$ cat src/rtl/fir_mac_filter.sv
// rtl/fir_mac_filter.sv - time-multiplexed FIR: one tap per clock, full-precision accumulate, round and saturate
module fir_mac_filter #(
   parameter int DATA_W    = 18,
   parameter int COEF_W    = 18,
   parameter int TAPS      = 64,
   parameter int ADDR_W    = 7,
   parameter int OUT_SHIFT = 17,
   parameter int ACC_W     = DATA_W + COEF_W + $clog2(TAPS)
) (
   input  logic                     clock,
   input  logic                     reset,
   input  logic signed [DATA_W-1:0] datain,
   input  logic                     endata,
   output logic signed [DATA_W-1:0] dataout,
   output logic                     dataout_valid,
   output logic                     busy,
   output logic                     overrun,
   output logic [ADDR_W-1:0]        coefaddress,
   input  logic signed [COEF_W-1:0] coefdata
);

   localparam int PROD_W = DATA_W + COEF_W;
   localparam logic [ADDR_W-1:0] LAST   = ADDR_W'(TAPS - 1);
   localparam logic [ADDR_W-1:0] TAPS_A = ADDR_W'(TAPS);
   localparam int RSH = (OUT_SHIFT > 0) ? OUT_SHIFT - 1 : 0;
   localparam logic signed [ACC_W-1:0] ROUND_ADD = (OUT_SHIFT > 0) ? (ACC_W'(1) << RSH) : '0;
   localparam logic signed [ACC_W-1:0] SAT_MAX = {{(ACC_W-DATA_W+1){1'b0}}, {(DATA_W-1){1'b1}}};
   localparam logic signed [ACC_W-1:0] SAT_MIN = {{(ACC_W-DATA_W+1){1'b1}}, {(DATA_W-1){1'b0}}};

   typedef enum logic [2:0] {S_IDLE, S_LOAD, S_MAC, S_FLUSH, S_OUT} state_t;

   state_t                    state_q, state_d;
   logic [ADDR_W-1:0]         wptr_q, wptr_d;
   logic [ADDR_W-1:0]         k_q, k_d;
   logic signed [ACC_W-1:0]   acc_q, acc_d;
   logic signed [DATA_W-1:0]  x_q;
   logic signed [DATA_W-1:0]  dout_q, dout_d;
   logic                      valid_q, valid_d;
   logic                      ovr_q, ovr_d;
   logic                      wr_en;
   logic signed [DATA_W-1:0]  line_q [TAPS];

   logic [ADDR_W-1:0]         rd_idx;
   logic signed [PROD_W-1:0]  prod;
   logic signed [ACC_W-1:0]   rnd, shf;
   logic signed [DATA_W-1:0]  sat_c;
   logic                      busy_c;

   // x[n-k] lives at (wptr-k) mod TAPS; wrap explicitly so TAPS need not be a power of two
   assign rd_idx = (k_q > wptr_q) ? (wptr_q + TAPS_A - k_q) : (wptr_q - k_q);
   assign prod   = PROD_W'(x_q) * PROD_W'(coefdata);
   assign busy_c = (state_q == S_LOAD) || (state_q == S_MAC) || (state_q == S_FLUSH);

   always_comb begin
      rnd = acc_q + ROUND_ADD;
      shf = rnd >>> OUT_SHIFT;
      if (shf > SAT_MAX)      sat_c = SAT_MAX[DATA_W-1:0];
      else if (shf < SAT_MIN) sat_c = SAT_MIN[DATA_W-1:0];
      else                    sat_c = shf[DATA_W-1:0];
   end

   always_comb begin
      state_d = state_q;
      wptr_d  = wptr_q;
      k_d     = k_q;
      acc_d   = acc_q;
      dout_d  = dout_q;
      valid_d = 1'b0;
      wr_en   = 1'b0;
      ovr_d   = endata && busy_c;
      case (state_q)
         S_IDLE, S_OUT: begin
            if (state_q == S_OUT) begin
               dout_d  = sat_c;
               valid_d = 1'b1;
            end
            if (endata) begin
               wr_en   = 1'b1;
               wptr_d  = (wptr_q == LAST) ? '0 : wptr_q + 1'b1;
               state_d = S_LOAD;
            end else begin
               state_d = S_IDLE;
            end
         end
         S_LOAD: begin
            acc_d   = '0;
            k_d     = '0;
            state_d = S_MAC;
         end
         S_MAC: begin
            // the product seen during k=0 is not yet aligned with a fetched coefficient
            if (k_q != '0) acc_d = acc_q + ACC_W'(prod);
            if (k_q == LAST) begin
               k_d     = '0;
               state_d = S_FLUSH;
            end else begin
               k_d = k_q + 1'b1;
            end
         end
         S_FLUSH: begin
            acc_d   = acc_q + ACC_W'(prod);
            state_d = S_OUT;
         end
         default: state_d = S_IDLE;
      endcase
   end

   always_ff @(posedge clock or negedge reset) begin
      if (!reset) begin
         state_q <= S_IDLE;
         wptr_q  <= '0;
         k_q     <= '0;
         acc_q   <= '0;
         x_q     <= '0;
         dout_q  <= '0;
         valid_q <= 1'b0;
         ovr_q   <= 1'b0;
         for (int i = 0; i < TAPS; i++) line_q[i] <= '0;
      end else begin
         state_q <= state_d;
         wptr_q  <= wptr_d;
         k_q     <= k_d;
         acc_q   <= acc_d;
         x_q     <= line_q[rd_idx];
         dout_q  <= dout_d;
         valid_q <= valid_d;
         ovr_q   <= ovr_d;
         if (wr_en) line_q[wptr_d] <= datain;
      end
   end

   assign coefaddress   = k_q;
   assign dataout       = dout_q;
   assign dataout_valid = valid_q;
   assign busy          = busy_c;
   assign overrun       = ovr_q;

endmodule

$ cat config.mk
export PLATFORM = sky130hd
export DESIGN_NAME = fir_mac_filter
export DESIGN_NICKNAME = d
export VERILOG_FILES = /design/src/rtl/fir_mac_filter.sv
export SDC_FILE = /design/constraint.sdc
export NUM_CORES = 2
export LEC_CHECK = 0
export ABC_CLOCK_PERIOD_IN_PS = 6900
export BUFFER_PORTS_ARGS = -buffer_cell sky130_fd_sc_hd__buf_2
export CORE_AREA = 10 10 596 423
export DETAILED_ROUTE_END_ITERATION = 16
export DIE_AREA = 0 0 606 433
export HOLD_SLACK_MARGIN = 0.15
export MAX_ROUTING_LAYER = met4
export SLEW_MARGIN = 20
export SYNTH_ARGS = -nofsm -noshare
export SYNTH_HDL_FRONTEND = slang
export SYNTH_SLANG_ARGS = --single-unit
$ cat constraint.sdc
create_clock -name clock -period 6.9 [get_ports clock]
set_clock_uncertainty 0.05 [all_clocks]
set_input_delay 0.69 -clock clock [delete_from_list [all_inputs] [get_ports clock]]
set_output_delay 0.69 -clock clock [all_outputs]
set_load 0.03 [all_outputs]
==> results.ini <==
[outcome]
outcome=complete, no violations

[worst_setup_path]
reg2reg_slack_ns=0.16
cp-startpoint=x_q[17]
slowest_stage=fa_2
slowest_delay_ns=0.61
cp_max_fo=15
r2r-end=acc_q[41]
critical_path_class=reg2reg
end_kind=flip-flop
path_cells=buf_12, nand2_1, fa_2, inv_2, fa_2, clkinvlp_4, buf_4, fa_1, inv_1, fa_1, fa_1, fa_1, ha_1, ha_4, a21o_1, a21o_1, a21oi_4, o2111ai_4, a41oi_4, a211oi_1, or3_1, a32o_1
critical_path_required_ns=7.44
r2r-start=x_q[17]
crit_path_frequent_cell=fa_1
start_kind=flip-flop
crit_path_end=acc_q[41]
reg2reg_depth=22
worstPathArrival_ns=7.28

[clock_network]
clkSlewWorstSetupHoldPaths_ns=0.07
numClockSinks=1249
cts_tree=yes
root_buffer=clkbuf_16
htreeDepth=3
cts_buffer_depth=3
clk_latency_ns=0.79
cts_made_buffers=120

[route]
wl_per_cell_um=21.7
drt-initial-drc-count=3213
firstDrtPassIters=8
viasPerCell=4.93
vias=42800
ant_nets=0
wl_um=188000
drc=0

[cells_and_area]
multi_input_area_sq_mm=0.0374
register_area_sq_mm=0.0313
finalCoreUtilization=0.338
nFillCells=23400
drive_above_1_share=0.376
final_common_cell=dfrtp_1
layout_common_cells=dfrtp_1, mux2_2, inv_1
syn_to_final_growth_pct=13.5
stdcell_count=8690
layout.nets=5946

[sta]
setup_viol=0
fmax_ghz=0.148
grt_setup_unrepaired=yes
slew_violations=0
post-route-min-period_ns=6.74
tightest_slew_ns=1.16
period_share=0.976
worst_slack_ns=0.163
slew_headroom=0.224
hold_viol=0

[placed_design]
dpl_worst_slack_ns=-0.391
gp_congestion=0.876
place_hpwl_um=125000
io_buffers=66
dp.cells=8449

[synthesis]
syn-num-nets=5862
synth.avg_cell_area_sq_um=13.6
synth-seq-cells=1249
ys_seq_area_frac=0.436
syn_area_sq_mm=0.0717
netlist_instances=5286
async_flop_share=1.00
synthFlopType=dfrtp_1
synth_cell_types=72
synth_edf_count=0
ys_warn_count=0

[global_route]
antenna_found_initial=12
overflow=0
grt_pass1_vias=45300
grt_use_total=0.147
grt_max_degree=166
grt_pass1_wl_um=290000

[floorplanning]
io_pins=67
core-area_sq_mm=0.241
rows=151
start_util=0.298
dieWidth_um=606
die_h_um=433
die_area_sq_mm=0.262

[hold_path]
hold_class=in2reg
min_from=endata

[flow_run]
maxCapViolCount=0

[cells by family (layout without fill, tap and decap cells)]
logic type               count (synthesis)  in the layout  synth area share
AO/OA/AOI/OAI                          213            213            0.0190
other                                    0              7                 0
adder cells (fa/ha/maj)                537            537             0.135
flip-flops                            1249           1249             0.436
AND/OR/NAND/NOR                        672            672            0.0467
multiplexers                          1716           1716             0.310
XOR/XNOR                                64             64           0.00792
buffers and inverters                  835           1019            0.0456
[critical path, delay by kind of cell (launching register included)]
family                   cells  cell delay (ns)
adder cells (fa/ha/maj)      8             3.71
flip-flops                   1             0.37
AND/OR/NAND/NOR              2             0.42
AO/OA/AOI/OAI                7             1.45
buffers and inverters        5             0.60
[routing by layer]
layer  global-route usage  wire (um)  up-vias
met4               0.0279       3200        0
met5                    -          0        -
met1                0.216      92600    23200
met2                0.214      82200      968
li1                     -          -    18400
met3               0.0244      10400      210
[cells in the mapped netlist, drive strengths merged (14+ instances only)]
cell type  instances  area, sq um
a21o              14          105
a21oi             49          245
a22oi             23          178
and2             173         1080
and3              14         87.6
buf              118          581
clkbuf           240          901
dfrtp           1249        31300
fa               397         7950
ha               140         1750
inv              476         1790
mux2            1152        13000
mux2i            276         2760
mux4             288         6490
nand2            286         1110
nand3             38          195
nor2             101          474
nor3              16          101
o21ai             63          315
xnor2             45          402
xor2              19          166
[stage by stage]
stage	hold slack [ns]	instance area [sq um]	setup TNS, ns
6_report	0.249	81400	0
5_1_grt	0.220	81400	-0.0775
4_1_cts	0.208	81100	0
3_5_place_dp	0.421	76800	-1.72
3_3_place_gp	0.418	76800	-1.90
2_1_floorplan	0.344	71800	-0.00714
[worst min-delay path by stage]
stage / to / depth (start not counted) / slack (ns)
after floorplan: acc_q[0] / 0 / 0.34
after global routing: overrun / 2 / 0.22
after global placement: acc_q[40] / 2 / 0.42
final: overrun / 2 / 0.25
after CTS: overrun / 2 / 0.21
after detailed placement: acc_q[40] / 2 / 0.42
[sequential cells by signal, summed over array words and instances (netlist names)]
name,count
coefaddress,7
dataout,18
wptr_q,7
overrun,1
acc_q,42
line_q,1152
x_q,18
dataout_valid,1
state_q,3
[area by class of cell]
cell class / count / area share
clock inverter: 50 / 0.00988
sequential: 1249 / 0.384
inverter: 477 / 0.0221
timing repair buffer: 320 / 0.0316
tap: 3213 / 0.0494
multi-input combinational: 3202 / 0.460
antenna: 7 / 0.000215
clock buffer: 172 / 0.0427
[repair_timing]
action	CTS	global route
hold endpoints to repair	126	0
gates resized for setup	1	24
pin swaps	0	9
hold buffers	1	0
endpoints found under the setup margin	1	11
setup buffers	0	11
Power is left out: the tool's default activity adds up to more than one toggle a clock period on the data nets, which glitch-free logic cannot reach.
